## config.mk

```make
export PLATFORM = sky130hd
export DESIGN_NAME = wave_analyzer
export DESIGN_NICKNAME = d
export VERILOG_FILES = /design/src/rtl/wave_analyzer.sv
export SDC_FILE = /design/constraint.sdc
export NUM_CORES = 1
export LEC_CHECK = 0
export ABC_CLOCK_PERIOD_IN_PS = 5920
export BUFFER_PORTS_ARGS = -buffer_cell sky130_fd_sc_hd__buf_4
export CORE_MARGIN = 5
export CORE_UTILIZATION = 59
export DETAILED_ROUTE_END_ITERATION = 8
export PLACE_DENSITY = 0.79
export REMOVE_ABC_BUFFERS = 1
export SLEW_MARGIN = 20
export SYNTH_ARGS = -nofsm -noshare
export SYNTH_HDL_FRONTEND = slang
export SYNTH_SLANG_ARGS = --single-unit
export TNS_END_PERCENT = 50
```

## constraint.sdc

```tcl
create_clock -name clk_star -period 5.92 [get_ports clk_star]
set_clock_uncertainty 0.05 [all_clocks]
set_input_delay 0.296 -clock clk_star [delete_from_list [all_inputs] [get_ports clk_star]]
set_output_delay 0.296 -clock clk_star [all_outputs]
set_load 0.05 [all_outputs]
```

## src/rtl/wave_analyzer.sv

```systemverilog
// wave_analyzer: recovers period, peak/trough and waveform class from an 8-bit sample stream.
// Optional period averaging over the last 4 periods is enabled by defining WAVE_AVG_EN.
module wave_analyzer #(
    parameter int THRESH   = 128,
    parameter int HYST     = 8,
    parameter int PERIOD_W = 16,
    parameter int STEP_MAX = 4,
    parameter int RAIL     = 3
) (
    input  logic                clk_star,
    input  logic                reset,
    input  logic [7:0]          sample_in,
    input  logic                sample_valid,
    output logic [PERIOD_W-1:0] period,
    output logic [7:0]          amp_max,
    output logic [7:0]          amp_min,
    output logic [1:0]          wave_type,
    output logic                result_valid,
    output logic                lock,
    output logic                timeout
);

    typedef enum logic {IDLE, MEASURE} state_t;

    localparam logic [8:0]          ARM_LVL   = 9'(THRESH - HYST);
    localparam logic [8:0]          CROSS_LVL = 9'(THRESH + HYST);
    localparam logic [7:0]          RAIL_LO   = 8'(RAIL);
    localparam logic [7:0]          RAIL_HI   = 8'(255 - RAIL);
    localparam logic [8:0]          STEP_LIM  = 9'(STEP_MAX);
    localparam logic [PERIOD_W-1:0] CNT_LAST  = {{(PERIOD_W-1){1'b1}}, 1'b0};
    localparam logic [PERIOD_W-1:0] ONE       = {{(PERIOD_W-1){1'b0}}, 1'b1};

    state_t                state;
    logic                  armed;
    logic [PERIOD_W-1:0]   cnt;
    logic [7:0]            run_max;
    logic [7:0]            run_min;
    logic                  sq_ok;
    logic                  tri_ok;
    logic [7:0]            prev;
    logic [PERIOD_W-1:0]   ref_period;
    logic                  have_ref;

    logic                  crossing;
    logic                  arm_hit;
    logic                  off_rail;
    logic [8:0]            diff;
    logic [8:0]            abs_step;
    logic                  step_ok;
    logic [PERIOD_W-1:0]   next_period;
    logic [PERIOD_W-1:0]   pdiff;
    logic                  lock_ok;
    logic [1:0]            next_type;

    assign crossing    = armed && ({1'b0, sample_in} >= CROSS_LVL);
    assign arm_hit     = {1'b0, sample_in} < ARM_LVL;
    assign off_rail    = (sample_in > RAIL_LO) && (sample_in < RAIL_HI);
    assign diff        = {1'b0, sample_in} - {1'b0, prev};
    assign abs_step    = diff[8] ? (~diff + 9'd1) : diff;
    assign step_ok     = abs_step <= STEP_LIM;
    // cnt never exceeds CNT_LAST here, so the +1 already yields the saturated value.
    assign next_period = cnt + ONE;
    assign pdiff       = (next_period >= ref_period) ? (next_period - ref_period)
                                                     : (ref_period - next_period);
    assign lock_ok     = pdiff <= ONE;
    // The crossing sample's step is checked against prev so continuity spans periods.
    assign next_type   = sq_ok ? 2'b01 : ((tri_ok && step_ok) ? 2'b10 : 2'b11);

`ifdef WAVE_AVG_EN
    logic [PERIOD_W-1:0] hist [3];
    logic [1:0]          hist_cnt;
    logic [PERIOD_W+1:0] hist_sum;
    logic [PERIOD_W+1:0] hist_avg;

    assign hist_sum = {2'b00, hist[0]} + {2'b00, hist[1]} + {2'b00, hist[2]}
                    + {2'b00, next_period};
    assign hist_avg = hist_sum >> 2;

    // NOTE: the history array carries no reset; hist_cnt alone says which entries are live.
    always_ff @(posedge clk_star) begin
        if (sample_valid && state == MEASURE && crossing) begin
            hist[2] <= hist[1];
            hist[1] <= hist[0];
            hist[0] <= next_period;
        end
    end
`endif

    // NOTE: every register here uses non-blocking assignment so all updates see pre-edge values.
    always_ff @(posedge clk_star) begin
        if (reset) begin
            state        <= IDLE;
            armed        <= 1'b0;
            cnt          <= '0;
            run_max      <= '0;
            run_min      <= '0;
            sq_ok        <= 1'b0;
            tri_ok       <= 1'b0;
            prev         <= '0;
            ref_period   <= '0;
            have_ref     <= 1'b0;
            period       <= '0;
            amp_max      <= '0;
            amp_min      <= '0;
            wave_type    <= '0;
            result_valid <= 1'b0;
            lock         <= 1'b0;
            timeout      <= 1'b0;
`ifdef WAVE_AVG_EN
            hist_cnt     <= '0;
`endif
        end else begin
            result_valid <= 1'b0;
            timeout      <= 1'b0;
            if (sample_valid) begin
                if (crossing) begin
                    armed <= 1'b0;
                end else if (arm_hit) begin
                    armed <= 1'b1;
                end

                if (crossing) begin
                    // Both IDLE entry and period close seed the trackers from the crossing sample.
                    cnt     <= '0;
                    run_max <= sample_in;
                    run_min <= sample_in;
                    sq_ok   <= 1'b1;
                    tri_ok  <= 1'b1;
                    prev    <= sample_in;
                end

                case (state)
                    IDLE: begin
                        if (crossing) begin
                            state    <= MEASURE;
                            have_ref <= 1'b0;
`ifdef WAVE_AVG_EN
                            hist_cnt <= '0;
`endif
                        end
                    end

                    MEASURE: begin
                        if (crossing) begin
                            amp_max    <= run_max;
                            amp_min    <= run_min;
                            wave_type  <= next_type;
                            ref_period <= next_period;
                            have_ref   <= 1'b1;
                            if (have_ref) begin
                                lock <= lock_ok;
                            end
`ifdef WAVE_AVG_EN
                            if (hist_cnt == 2'd3) begin
                                period       <= hist_avg[PERIOD_W-1:0];
                                result_valid <= 1'b1;
                            end else begin
                                hist_cnt <= hist_cnt + 2'd1;
                            end
`else
                            period       <= next_period;
                            result_valid <= 1'b1;
`endif
                        end else if (cnt == CNT_LAST) begin
                            state    <= IDLE;
                            cnt      <= '0;
                            timeout  <= 1'b1;
                            lock     <= 1'b0;
                            have_ref <= 1'b0;
`ifdef WAVE_AVG_EN
                            hist_cnt <= '0;
`endif
                        end else begin
                            cnt  <= cnt + ONE;
                            prev <= sample_in;
                            if (sample_in > run_max) begin
                                run_max <= sample_in;
                            end
                            if (sample_in < run_min) begin
                                run_min <= sample_in;
                            end
                            if (off_rail) begin
                                sq_ok <= 1'b0;
                            end
                            if (!step_ok) begin
                                tri_ok <= 1'b0;
                            end
                        end
                    end

                    default: state <= IDLE;
                endcase
            end
        end
    end

endmodule

```

==> flow_metrics.env, run 1 <==
export IMPL_status="finished, final reports clean"
export IMPL_cts_root_buf="clkbuf_8"
export IMPL_cp_required_ns=6.16
export IMPL_cts_htree_levels=3
export IMPL_hold_buffers=0
export IMPL_drt_iter0_drc=366
export IMPL_mostFrequentLayoutCell="nor2_1"
export IMPL_r2r_start="cnt[0]"
export IMPL_overflow=0
export IMPL_rows=36
export IMPL_fin_crit_ns=5.08
export IMPL_ys_seq_elements=82
export IMPL_setup_tns_ns=0
export IMPL_critPathCaptureType="flop"
export IMPL_routedWlPerCell_um=16.7
export IMPL_cts_tree="built"
export IMPL_dieArea_um2=12000
export IMPL_cts_buffers=9
export IMPL_die_h_um=109
export IMPL_cp_data_arrival_time_ns=5.32
export IMPL_start_util_pct=60.1
export IMPL_drive_gt1_share_pct=10.2
export IMPL_slew_viol_final=0
export IMPL_firstDrtPassIters=5
export IMPL_clockBufferDepth=2
export IMPL_dieWidth_um=109
export IMPL_final_cell_mix="nor2_1, dfxtp_1, inv_1"
export IMPL_maxSlewHeadroom_pct=39.6
export IMPL_clock_sinks=82
export IMPL_ys_types=60
export IMPL_period_share_pct=85.9
export IMPL_first_global_vias=5339
export IMPL_ir_worst_vdd_mv=0.246
export IMPL_io_pins=48
export IMPL_cts_resized=0
export IMPL_path_clk_slew_ns=0.09
export IMPL_vias=5415
export IMPL_tightest_slew_ns=0.902
export IMPL_multi_input_area_um2=3770
export IMPL_min_from="sample_in[0]"
export IMPL_async_flop_share_pct=0
export IMPL_cts_setup_buffers=0
export IMPL_path_class="flop to flop"
export IMPL_p_seq_share_pct=48.7
export IMPL_diodes=0
export IMPL_switching_power_mw=0.302
export IMPL_critPathMaxFanout=16
export IMPL_p_total_mw=1.16
export IMPL_hpwl_um=11600
export IMPL_hold_viol_final=0
export IMPL_grt_pass1_wl_um=25500
export IMPL_seqCellArea_um2=1640
export IMPL_synth_edff_count=0
export IMPL_area_growth_pct=10.4
export IMPL_cp_start_kind="flop"
export IMPL_switching_share_pct=26.2
export IMPL_port_buffers=47
export IMPL_fillers=853
export IMPL_setup_viol=0
export IMPL_track_usage_pct=26.9
export IMPL_p_int_mw=0.853
export IMPL_antenna_found_initial=0
export IMPL_max_cap_violations=0
export IMPL_hp_class="primary input to flop"
export IMPL_core_area_um2=9680
export IMPL_drc_errors=0
export IMPL_synthesis_area_um2=5820
export IMPL_whs_ns=0.181
export IMPL_leakage_nw=2.73
export IMPL_vias_per_cell=5.90
export IMPL_rsz0062_at_grt="no"
export IMPL_globalplace_congestion=0.949
export IMPL_clk_latency_ns=0.36
export IMPL_yosysSeqAreaShare_pct=28.2
export IMPL_layout_nets=850
export IMPL_synthCells=756
export IMPL_yosysWarnings=0
export IMPL_postRouteAntennaNets=0
export IMPL_synthFlopType="dfxtp_1"
export IMPL_grt_max_degree=79
export IMPL_powerDensity_nw_per_um2=180
export IMPL_syn_area_per_cell_um2=7.70
export IMPL_combPwrFrac_pct=12.7
export IMPL_fmax_mhz=197
export IMPL_clock_power_share_pct=38.6
export IMPL_crit_start="cnt[0]"
export IMPL_drt_total_wl_um=15400
==> Yosys cell counts, drive strengths merged, types with 6 or more instances <==
library cell / n / area [um^2]
a211oi: 20 / 150
a22oi: 15 / 113
xnor2: 15 / 131
inv: 70 / 263
nand2b: 6 / 37.5
clkbuf: 31 / 118
dfxtp: 82 / 1640
o211ai: 7 / 57.6
nand2: 70 / 265
xor2: 12 / 105
and2: 6 / 37.5
o21ai: 34 / 174
o21a: 16 / 120
a21oi: 63 / 315
o31ai: 9 / 72.6
nor2b: 6 / 37.5
and3: 9 / 56.3
nor3: 17 / 85.1
nand4: 9 / 56.3
a21o: 10 / 75.1
ha: 56 / 701
mux2i: 20 / 200
buf: 6 / 41.3
nor2: 90 / 338
o2111ai: 7 / 61.3
nand3: 11 / 55.1
==> power groups by stage <==
stage               Combinational, mW  Sequential (mW)  Clock (mW)
finish                          0.146            0.562       0.446
global route                    0.164            0.563       0.475
CTS                             0.145            0.562       0.450
detailed placement              0.144            0.575           0
global placement                0.139            0.575           0
floorplan                      0.0957            0.575           0
==> routing by layer <==
metal	wire (um)	track usage (%)	up-vias
li1	-	-	2702
met1	6400	32.7	2536
met2	7690	46.1	139
met3	732	4.82	38
met4	528	12.3	0
met5	0	0	-
==> registers in the layout (all words and copies together) (netlist names) <==
register,cells
amp_max,8
amp_min,8
armed,1
cnt,16
have_ref,1
lock,1
prev,8
ref_period,16
result_valid,1
run_max,8
run_min,8
sq_ok,1
state,1
timeout,1
tri_ok,1
wave_type,2
==> stage by stage <==
step / instances / area, um^2 / worst slack (ns) / util (%)
floorplan: 719 / 5670 / 1.59 / -
global placement: 902 / 6210 / 1.10 / 64.1
detailed placement: 902 / 6210 / 0.932 / 64.1
CTS: 918 / 6420 / 0.920 / 66.3
global route: 918 / 6430 / 0.477 / 66.4
finish: 918 / 6430 / 0.837 / 66.4
==> cell families (layout without fill, tap and decap cells) <==
kind of cell    Yosys count  in the layout  synth area share (%)
simple gates            244            244                  19.1
compound gates          215            215                  24.5
buf+inv                 107            136                  7.24
flops                    82             82                  28.2
fa+ha+maj                59             59                  13.1
xor+xnor                 27             27                  4.06
mux                      22             22                  3.82
==> critical path, stage by stage, from the launching register on <==
cell and delay, ns:
dfxtp_1 0.46, ha_1 0.28, nand3_1 0.22, nor2_1 0.36, and3_1 0.22, xnor2_1 0.16
inv_1 0.10, ha_1 0.40, nand2_1 0.12, o21ai_1 0.14, a221oi_2 0.43, and2_1 0.66
o221ai_1 0.30, a221oi_2 0.34, o2111ai_1 0.13, or4_1 0.42, o31ai_2 0.18
==> area by class of cell <==
class / count / share of cell area (%)
Multi-Input combinational cell: 567 / 58.7
Sequential cell: 82 / 25.5
Timing Repair Buffer: 50 / 5.84
Inverter: 70 / 4.09
Tap cell: 133 / 2.59
Clock buffer: 12 / 2.10
Clock inverter: 4 / 1.19
==> final timing paths <==
kind | end | slack (ns) | depth (start not counted)
setup reg to reg | lock | 0.84 | 16
hold / removal | run_min[0] | 0.18 | 3
hold reg to reg | amp_min[3] | 0.41 | 2
setup / recovery | lock | 0.84 | 16
Power figures use the tool's default switching activity.
==> inputs of run 2 (changes only) <==
--- a/config.mk
+++ b/config.mk
@@ -9,6 +9,8 @@
 export BUFFER_PORTS_ARGS = -buffer_cell sky130_fd_sc_hd__buf_4
 export CORE_MARGIN = 5
 export CORE_UTILIZATION = 59
+export CTS_BUF_LIST = sky130_fd_sc_hd__clkbuf_4
+export CTS_CLUSTER_SIZE = 14
 export DETAILED_ROUTE_END_ITERATION = 8
 export PLACE_DENSITY = 0.79
 export REMOVE_ABC_BUFFERS = 1
==> run 2 against run 1 <==
  * Core utilization is 0.47 points lower
  * Routed wire length is 0.33% lower
  * First-iteration DRC count is 0.55% higher
  * Combinational power hardly changed
  * Final cell count stayed put
  * Final area is 0.70% lower
  * Highest routed layer unchanged
==> flow_metrics.env, run 2 (synthesis results as in run 1) <==
export IMPL_powerDensity_nw_per_um2=172
export IMPL_globalplace_congestion=0.949
export IMPL_utilization_pct=65.9
export IMPL_hold_buffers=0
export IMPL_rsz0062_at_grt="no"
export IMPL_antenna_found_initial=0
export IMPL_firstDrtPassIters=5
export IMPL_critPathMaxFanout=16
export IMPL_mostFrequentLayoutCell="nor2_1"
export IMPL_routedWlPerCell_um=16.7
export IMPL_cts_setup_buffers=0
export IMPL_rows=36
export IMPL_cts_buffers=9
export IMPL_cts_root_buf="clkbuf_4"
export IMPL_drc_errors=0
export IMPL_clock_power_share_pct=35.3
export IMPL_combPwrFrac_pct=13.3
export IMPL_reg_top3="cnt x16, ref_period x16"
export IMPL_start_util_pct=60.1
export IMPL_area_growth_pct=9.60
export IMPL_cp_data_arrival_time_ns=5.42
export IMPL_fmax_mhz=197
export IMPL_core_area_um2=9680
export IMPL_clk_latency_ns=0.45
export IMPL_setup_viol=0
export IMPL_postRouteAntennaNets=0
export IMPL_critPathCaptureType="flop"
export IMPL_io_pins=48
export IMPL_setup_tns_ns=0
export IMPL_diodes=0
export IMPL_p_seq_share_pct=51.4
export IMPL_cts_tree="built"
export IMPL_grt_pass1_wl_um=25400
export IMPL_cp_start_kind="flop"
export IMPL_hpwl_um=11600
export IMPL_hp_class="primary input to flop"
export IMPL_dieArea_um2=12000
export IMPL_die_h_um=109
export IMPL_cts_resized=0
export IMPL_fin_cells=918
export IMPL_p_int_mw=0.801
export IMPL_dp_cells=902
export IMPL_hold_viol_final=0
export IMPL_status="finished, final reports clean"
export IMPL_grt_max_degree=79
export IMPL_drt_iter0_drc=368
export IMPL_fin_ws_ns=0.835
export IMPL_cp_required_ns=6.26
export IMPL_switching_power_mw=0.295
export IMPL_switching_share_pct=26.9
export IMPL_maxSlewHeadroom_pct=39.2
export IMPL_first_global_vias=5335
export IMPL_vias_per_cell=5.95
export IMPL_ir_worst_vdd_mv=0.215
export IMPL_vias=5459
export IMPL_cts_htree_levels=3
export IMPL_tightest_slew_ns=0.908
export IMPL_drive_gt1_share_pct=10.6
export IMPL_overflow=0
export IMPL_layout_nets=850
export IMPL_drt_total_wl_um=15300
export IMPL_fin_crit_ns=5.09
export IMPL_leakage_nw=2.72
export IMPL_clock_sinks=82
export IMPL_clockBufferDepth=2
export IMPL_port_buffers=47
export IMPL_period_share_pct=85.9
export IMPL_max_cap_violations=0
export IMPL_track_usage_pct=26.9
export IMPL_slew_viol_final=0
export IMPL_post_place_ws_ns=0.932
export IMPL_dieWidth_um=109
export IMPL_path_clk_slew_ns=0.14
export IMPL_final_cell_mix="nor2_1, dfxtp_1, inv_1"
export IMPL_path_class="flop to flop"
## run 2: cell count changes in the layout (fill, tap and decap cells not counted)
cell | previous run | this run
clkbuf_1 | 3 | 0
clkbuf_4 | 0 | 12
clkbuf_8 | 9 | 0
## run 2: layout make-up
cell class	count	area (um^2)
fillers	862	3300
multi-input cells	567	3770
clock buffers	12	90.1
well taps	133	166
flip-flops and latches	82	1640
clock inverters	4	76.3
inverters	70	263
repair buffers	50	375
## run 2: worst paths after layout
path                            slack, ns         end         start  depth (start not counted)
worst max-delay path                 0.83        lock        cnt[0]                         16
worst min-delay path                 0.08  run_min[0]  sample_in[0]                          3
worst max register to register       0.83        lock        cnt[0]                         16
worst min register to register       0.41  amp_max[5]    amp_max[5]                          2
## run 2: worst max-delay path: stages, from the launching register on
cell       delay [ns]
dfxtp_1          0.48
ha_1             0.28
nand3_1          0.22
nor2_1           0.36
and3_1           0.22
xnor2_1          0.16
inv_1            0.10
ha_1             0.41
nand2_1          0.13
o21ai_1          0.14
a221oi_2         0.44
and2_1           0.67
o221ai_1         0.29
a221oi_2         0.33
o2111ai_1        0.13
or4_1            0.43
o31ai_2          0.18
## run 2: metrics by stage
step	hold slack [ns]	power [mW]	cell area [um^2]
2_1_floorplan	0.315	0.671	5670
3_3_place_gp	0.393	0.714	6210
3_5_place_dp	0.397	0.719	6210
4_1_cts	0.0736	1.10	6380
5_1_grt	0.0829	1.14	6380
6_report	0.0850	1.10	6380
## run 2: power groups by stage
stage | Sequential [mW] | Clock [mW] | Combinational (mW)
global placement | 0.575 | 0 | 0.139
floorplan | 0.575 | 0 | 0.0957
global route | 0.564 | 0.417 | 0.163
CTS | 0.563 | 0.391 | 0.145
detailed placement | 0.575 | 0 | 0.144
finish | 0.563 | 0.387 | 0.146
## run 2: layer usage
layer / wire (um) / global-route usage (%) / vias up
li1: - / - / 2709
met1: 6370 / 32.4 / 2570
met2: 7740 / 46.2 / 150
met3: 734 / 4.76 / 30
met4: 456 / 12.6 / 0
met5: 0 / 0 / -
==> inputs of run 3 (changes only) <==
--- a/config.mk
+++ b/config.mk
@@ -14,7 +14,7 @@
 export DETAILED_ROUTE_END_ITERATION = 8
 export PLACE_DENSITY = 0.79
 export REMOVE_ABC_BUFFERS = 1
-export SLEW_MARGIN = 20
+export SLEW_MARGIN = 5
 export SYNTH_ARGS = -nofsm -noshare
 export SYNTH_HDL_FRONTEND = slang
 export SYNTH_SLANG_ARGS = --single-unit
==> constraint.sdc (replaced) <==
create_clock -name clk_star -period 5.92 [get_ports clk_star]
set_clock_uncertainty 0.05 [all_clocks]
set_input_delay 0.296 -clock clk_star [delete_from_list [all_inputs] [get_ports clk_star]]
set_output_delay 0.296 -clock clk_star [all_outputs]
set_load 0.005 [all_outputs]
==> run 3 against run 2 <==
  * Core utilization fell by 0.052 points
  * Count of clock-buffer cells in the layout did not move
  * Register-to-register slack barely moved
  * Sequential power barely moved
  * Setup slack got worse by 0.0050 ns
  * Sequential share of layout area barely moved
  * Die area did not move
  * Worst hold slack improved by 0.0028 ns
  * Clock power barely moved
  * Final area barely moved
  * Critical endpoint unchanged
  * Highest routed layer unchanged
==> flow_metrics.env, run 3 (synthesis results as in run 1) <==
export IMPL_maxSlewHeadroom_pct=27.3
export IMPL_path_clk_slew_ns=0.14
export IMPL_tightest_slew_ns=1.09
export IMPL_powerDensity_nw_per_um2=172
export IMPL_status="finished, final reports clean"
export IMPL_grt_pass1_wl_um=25400
export IMPL_drt_total_wl_um=15300
export IMPL_cp_data_arrival_time_ns=5.43
export IMPL_rsz0062_at_grt="no"
export IMPL_cts_htree_levels=3
export IMPL_first_global_vias=5335
export IMPL_globalplace_congestion=0.949
export IMPL_clk_latency_ns=0.46
export IMPL_io_pins=48
export IMPL_drt_iter0_drc=355
export IMPL_reg_top3="cnt x16, ref_period x16"
export IMPL_clock_sinks=82
export IMPL_cts_root_buf="clkbuf_4"
export IMPL_r2r_start="cnt[0]"
export IMPL_diodes=0
export IMPL_core_area_um2=9680
export IMPL_dieArea_um2=12000
export IMPL_ir_worst_vdd_mv=0.214
export IMPL_cts_buffers=9
export IMPL_start_util_pct=60.1
export IMPL_hold_buffers=0
export IMPL_cts_resized=0
export IMPL_hpwl_um=11600
export IMPL_vias_per_cell=5.95
export IMPL_rows=36
export IMPL_period_share_pct=86.0
export IMPL_mostFrequentLayoutCell="nor2_1"
export IMPL_routedWlPerCell_um=16.6
export IMPL_postRouteAntennaNets=0
export IMPL_fillers=863
export IMPL_drc_errors=0
export IMPL_port_buffers=47
export IMPL_slew_viol_final=0
export IMPL_crit_start="cnt[0]"
export IMPL_whs_ns=0.0878
export IMPL_cts_tree="built"
export IMPL_cts_setup_buffers=0
export IMPL_max_cap_violations=0
export IMPL_hold_viol_final=0
export IMPL_die_h_um=109
export IMPL_layout_nets=850
export IMPL_vias=5459
export IMPL_drive_gt1_share_pct=10.4
export IMPL_fin_crit_ns=5.09
export IMPL_cp_start_kind="flop"
export IMPL_critPathMaxFanout=16
export IMPL_cp_required_ns=6.26
export IMPL_path_class="flop to flop"
export IMPL_dieWidth_um=109
export IMPL_fmax_mhz=196
export IMPL_leakage_nw=2.72
export IMPL_track_usage_pct=26.9
export IMPL_setup_viol=0
export IMPL_antenna_found_initial=0
export IMPL_area_growth_pct=9.52
export IMPL_firstDrtPassIters=6
export IMPL_critPathCaptureType="flop"
export IMPL_grt_max_degree=79
export IMPL_overflow=0
export IMPL_min_from="sample_in[0]"
export IMPL_clockBufferDepth=2
export IMPL_setup_tns_ns=0
export IMPL_final_cell_mix="nor2_1, dfxtp_1, inv_1"
export IMPL_hp_class="primary input to flop"
## run 3: critical path, cell delays in order (launching register included)
cell and delay, ns:
dfxtp_1 0.48, ha_1 0.28, nand3_1 0.22, nor2_1 0.37, and3_1 0.22, xnor2_1 0.17, inv_1 0.10, ha_1 0.41
nand2_1 0.13, o21ai_1 0.14, a221oi_2 0.44, and2_1 0.67, o221ai_1 0.29, a221oi_2 0.33, o2111ai_1 0.13, or4_1 0.43
o31ai_2 0.18
## run 3: path summary, 6_finish.rpt
kind,endpoint,slack [ns],cells after the start
setup / recovery,lock,0.83,16
hold / removal,run_min[0],0.09,3
setup reg to reg,lock,0.83,16
hold reg to reg,amp_max[5],0.41,2
## run 3: per-stage QoR
stage | power, mW | instance area [um^2] | setup slack [ns] | util, % | instances
final | 1.09 | 6380 | 0.830 | 65.9 | 918
after global routing | 1.14 | 6380 | 0.464 | 65.9 | 918
after CTS | 1.10 | 6380 | 0.916 | 65.9 | 918
after detailed placement | 0.718 | 6210 | 0.932 | 64.1 | 902
after global placement | 0.713 | 6210 | 1.10 | 64.1 | 902
after floorplan | 0.670 | 5670 | 1.59 | - | 719
## run 3: cell type report
type                       count  area, um^2  area share, %
clock buffer                  12        90.1           1.41
clock inverter                 4        76.3           1.20
inverter                      70         263           4.12
multi-input combinational    567        3770           59.0
sequential                    82        1640           25.7
timing repair buffer          50         375           5.88
tap                          133         166           2.61
## run 3: layer usage
metal	up-vias	share of wire, %	track usage, %
li1	2712	-	-
met1	2568	41	32.4
met2	149	50	46.2
met3	30	5.5	4.76
met4	0	3.0	12.6
met5	-	0	0
## run 3: power by group
part           internal [mW]  total, mW  switching [mW]
clock network          0.187      0.387           0.200
logic                 0.0564      0.144          0.0881
registers              0.558      0.563         0.00500
total                  0.801       1.09           0.293
